===== src/rtl/gcd_engine_param.sv =====
// Iterative GCD engine with valid/ready handshakes, selectable subtractive Euclid
// or binary Stein iteration, and a saturating count of the cycles spent computing.
module gcd_engine_param #(
    parameter int WIDTH = 16,
    parameter int MODE  = 0,
    parameter int CNT_W = 17
) (
    input  logic             clk,
    input  logic             rst,
    input  logic             in_valid,
    output logic             in_ready,
    input  logic [WIDTH-1:0] a,
    input  logic [WIDTH-1:0] b,
    output logic             out_valid,
    input  logic             out_ready,
    output logic [WIDTH-1:0] gcd,
    output logic [CNT_W-1:0] cycles
);

    localparam int K_W = $clog2(WIDTH + 1);

    typedef enum logic [1:0] {IDLE, CALC, DONE} state_t;

    state_t           state;
    state_t           state_nxt;
    logic [WIDTH-1:0] x;
    logic [WIDTH-1:0] y;
    logic [WIDTH-1:0] x_step;
    logic [WIDTH-1:0] y_step;
    logic [K_W-1:0]   k;
    logic [K_W-1:0]   k_step;
    logic             calc_end;

    function automatic logic [CNT_W-1:0] sat_inc(input logic [CNT_W-1:0] v);
        return (&v) ? v : v + 1'b1;
    endfunction

    assign calc_end  = (x == '0) || (y == '0);
    assign in_ready  = (state == IDLE);
    assign out_valid = (state == DONE);

    // One reduction step; k counts common factors of two removed in Stein mode.
    always_comb begin
        x_step = x;
        y_step = y;
        k_step = k;
        if (MODE == 0) begin
            if (x > y) x_step = x - y;
            else       y_step = y - x;
        end else begin
            if (!x[0] && !y[0]) begin
                x_step = x >> 1;
                y_step = y >> 1;
                k_step = k + 1'b1;
            end else if (!x[0]) begin
                x_step = x >> 1;
            end else if (!y[0]) begin
                y_step = y >> 1;
            end else if (x >= y) begin
                x_step = x - y;
            end else begin
                y_step = y - x;
            end
        end
    end

    always_comb begin
        state_nxt = state;
        case (state)
            IDLE:    if (in_valid)  state_nxt = CALC;
            CALC:    if (calc_end)  state_nxt = DONE;
            DONE:    if (out_ready) state_nxt = IDLE;
            default:                state_nxt = IDLE;
        endcase
    end

    always_ff @(posedge clk) begin
        if (rst) state <= IDLE;
        else     state <= state_nxt;
    end

    always_ff @(posedge clk) begin
        if (rst) begin
            x      <= '0;
            y      <= '0;
            k      <= '0;
            gcd    <= '0;
            cycles <= '0;
        end else begin
            case (state)
                IDLE: begin
                    if (in_valid) begin
                        x      <= a;
                        y      <= b;
                        k      <= '0;
                        cycles <= '0;
                    end
                end
                CALC: begin
                    cycles <= sat_inc(cycles);
                    // Termination wins over stepping, so a zero operand finishes in one cycle.
                    if (calc_end) begin
                        gcd <= (x | y) << k;
                    end else begin
                        x <= x_step;
                        y <= y_step;
                        k <= k_step;
                    end
                end
                default: ;
            endcase
        end
    end

endmodule


===== config.mk =====
export PLATFORM = sky130hd
export DESIGN_NAME = gcd_engine_param
export DESIGN_NICKNAME = d
export VERILOG_FILES = /design/src/rtl/gcd_engine_param.sv
export SDC_FILE = /design/constraint.sdc
export NUM_CORES = 1
export LEC_CHECK = 0
export BUFFER_PORTS_ARGS = -buffer_cell sky130_fd_sc_hd__buf_2
export CELL_PAD_IN_SITES_DETAIL_PLACEMENT = 0
export CELL_PAD_IN_SITES_GLOBAL_PLACEMENT = 2
export CORE_MARGIN = 2
export CORE_UTILIZATION = 34
export DETAILED_ROUTE_END_ITERATION = 6
export PLACE_DENSITY_LB_ADDON = 0.25
export SYNTH_ARGS = -nofsm -noshare
export SYNTH_HDL_FRONTEND = slang
export SYNTH_SLANG_ARGS = --single-unit

===== constraint.sdc =====
create_clock -name clk -period 3.3 [get_ports clk]
set_clock_uncertainty 0.15 [all_clocks]
set_input_delay 0.495 -clock clk [delete_from_list [all_inputs] [get_ports clk]]
set_output_delay 0.495 -clock clk [all_outputs]
set_load 0.01 [all_outputs]

==> metrics.md <==
| Metric | Value |
|---|---|
| Syn-to-layout area delta | `18.8%` |
| Post-route insts no fill | `883` |
| Largest net degree at the start of global routing | `35` |
| Leading area contributor after synthesis | `dfxtp_1` |
| Final WS setup | `184 ps` |
| Clk buf depth | `2` |
| Worst-skew pair later-pin latency | `350 ps` |
| Leakage power | `2.39 nW` |
| Initial Utilization | `34.6%` |
| Via density | `5.43` |
| CTS hold repair buffers | `0` |
| Initial antenna violation count | `0` |
| Final Hold Fails | `0` |
| DR vias | `4793` |
| F_max | `321 MHz` |
| CTS buffer count | `9` |
| Top cell type's share of synthesized area | `26.8%` |
| Status | `complete, no violations` |
| Clock share of power | `12.8%` |
| Min-Delay Path Class | `input port to flip-flop` |
| Core area | `14500 µm²` |
| Worst Tran Pin Value | `797 ps` |
| Fin crit period | `3120 ps` |
| Sequential share of power | `16.7%` |
| Async set-reset flop share out of synthesis | `0%` |
| Final nets | `781` |
| RR Endpoint | `y[0]$_SDFFE_PP0P_` |
| Number of global-route vias before repair | `4710` |
| Min Hold Slack | `270 ps` |
| Worst Setup Start Kind | `flip-flop` |
| Post CTS Setup Buffer Count | `0` |
| First-pass GRT wire length | `25800 µm` |
| Crit path to | `y[0]$_SDFFE_PP0P_` |
| GR Overflow Total | `0` |
| Sequential area share after synthesis | `26.8%` |
| Gr usage total | `20.9%` |
| Syn nets | `707` |
| Net switching power | `0.00383 W` |
| Ys Warns | `0` |
| Internal power | `0.00373 W` |
| CTS clk-pin slew, worst paths | `60 ps` |
| Post-route DRC | `0` |
| Worst EP arrival | `3210 ps` |
| Pre-CTS setup slack | `228 ps` |
| CP Class | `flip-flop to flip-flop` |
| CTS Root Cell | `clkbuf_16` |
| CTS sink count | `67` |
| Initial drt markers | `384` |
| Horiz. Die Dim | `125 µm` |
| Cts repair resizes | `0` |
| Worst EP required | `3400 ps` |
| Top FF cell, synth | `dfxtp_1` |
| DIE AREA | `15700 µm²` |
| Post-synth EDFFs | `0` |
| Ant diodes | `0` |
| Distinct cells, synth | `68` |
| Reg2reg path depth | `11` |
| Max-slew headroom | `46.4%` |
| Io pins | `71` |
| DRT Pass-1 Iters | `5` |
| Core Rows | `44` |
| Detailed Route WL | `16300 µm` |
| MaxCap Viol Count | `0` |
| Period utilisation layout | `94.4%` |
| Share of cells above drive strength 1 | `21.5%` |
| Peak VDD IR | `499 µV` |
| P per Cell Area | `1270 nW/µm²` |
| Synth top area cells | `dfxtp_1 (27%), ha_1 (12%), nor2_1 (6.1%)` |
| Die Ht | `125 µm` |
| Launch instance of the worst register-to-register path | `x[0]$_SDFFE_PP0P_` |
| Gate Count Post-Synth | `620` |
| Netlist Area Pre-Place | `5010 µm²` |
| Final ANT Viol Nets | `0` |
| H-tree levels | `3` |
| GPL Wtd Cong | `0.875` |
| Synth Register Bits | `67` |
| Final setup viols | `0` |
| Reg2Reg Setup Slack | `180 ps` |
| PortBufs | `70` |
| Critical Path Sink Type | `flip-flop` |
| DR WL/cell | `18.5 µm` |
| RSZ-0062 raised after global routing | `no` |
| TritonCTS clock tree | `built` |
| Slew Limit Fails | `0` |
| Mean post-synth cell area | `8.08 µm²` |
| Placed cell count | `867` |
| Combinational Power Share | `70.5%` |
| Sw Ratio | `50.7%` |
| First element of the critical path | `x[0]$_SDFFE_PP0P_` |
| Final setup TNS | `0 ps` |
| HPWL after detailed placement | `12700 µm` |
| CP max FO | `9` |
## worst min-delay path by stage
stage | end | depth (start not counted) | start | slack (ps)
finish | x[8]$_SDFFE_PP0P_ | 3 | a[8] | 270
global route | x[11]$_SDFFE_PP0P_ | 3 | a[11] | 300
CTS | x[8]$_SDFFE_PP0P_ | 3 | a[8] | 270
detailed placement | gcd[15]$_SDFFE_PP0P_ | 2 | gcd[15]$_SDFFE_PP0P_ | 340
global placement | cycles[5]$_SDFFE_PP0P_ | 2 | cycles[5]$_SDFFE_PP0P_ | 330
floorplan | y[2]$_SDFFE_PP0P_ | 2 | y[2]$_SDFFE_PP0P_ | 330
## state kept, by name, summed over array words and instances (netlist names)
signal,count
cycles,17
gcd,16
state,2
x,16
y,16
## layout by cell type (no fill, tap or decap), types with 4 or more instances in the layout
cell type and n:
dfxtp_1 67, nand2_1 26, o221ai_1 5, or2_2 5, nand4_1 8, o211ai_1 9
a211oi_1 18, o2111ai_1 5, xnor2_1 20, buf_2 70, xor2_1 13, mux2i_1 5
nor4_1 14, nand2b_1 15, o31ai_1 9, o21ai_0 25, a21oi_2 4, o32ai_1 4
clkbuf_16 9, a21o_1 5, a221oi_1 4, a21oi_1 35, o21bai_1 7, or3_1 7
nor3_1 13, a211oi_2 5, buf_4 26, nor2_1 82, inv_1 50, nor2b_1 9
ha_1 49, nand3_1 12
## through the flow
stage | power [W] | cell area [µm²] | utilization (%)
6_report | 0.00755 | 5950 | 41.1
5_1_grt | 0.00815 | 5950 | 41.1
4_1_cts | 0.00756 | 5950 | 41.1
3_5_place_dp | 0.00654 | 5660 | 39.1
3_3_place_gp | 0.00657 | 5660 | 39.1
2_1_floorplan | 0.00536 | 5010 | -
## logic make-up after synthesis
group	share of synthesized area (%)
xor+xnor	5.77
simple gates	20.9
buf+inv	7.49
mux	0.999
compound gates	25.0
fa+ha+maj	13.0
flops	26.8
## cells in the mapped netlist (all sizes together) (16+ instances only)
cell / count
nand2: 26
a21oi: 39
inv: 53
a211oi: 24
nor2: 83
xnor2: 20
nand2b: 16
dfxtp: 67
ha: 49
nor4: 17
o21ai: 27
clkbuf: 23
## worst max-delay path: stages (launching register included)
cell,delay [ps]
dfxtp_1,390
inv_1,80
ha_1,210
fa_1,470
nor4_4,200
o21bai_2,100
a311oi_2,350
o21ai_2,180
a211oi_4,430
nor2_2,70
buf_4,180
a311oi_1,220
## metal layers
metal | wire length [µm] | GRT usage [%]
met3 | 699 | 3.77
met2 | 7640 | 34.7
met1 | 7620 | 27.5
met5 | 0 | 0
met4 | 385 | 7.25
## power groups by stage
| stage | Sequential [W] | Clock (W) | Combinational, W |
|---|---|---|---|
| 2_1_floorplan | 0.00127 | 0 | 0.00409 |
| 3_3_place_gp | 0.00127 | 0 | 0.00530 |
| 3_5_place_dp | 0.00127 | 0 | 0.00526 |
| 4_1_cts | 0.00126 | 0.000995 | 0.00530 |
| 5_1_grt | 0.00129 | 0.00102 | 0.00583 |
| 6_report | 0.00126 | 0.000966 | 0.00533 |
## cell type report
cell class	count	area [µm²]
Fill cell	1569	8520
Multi-Input combinational cell	465	3300
Sequential cell	67	1340
Timing Repair Buffer	98	586
Tap cell	184	230
Clock buffer	9	225
Inverter	53	199
Clock inverter	7	68.8
Power figures use the tool's default switching activity.
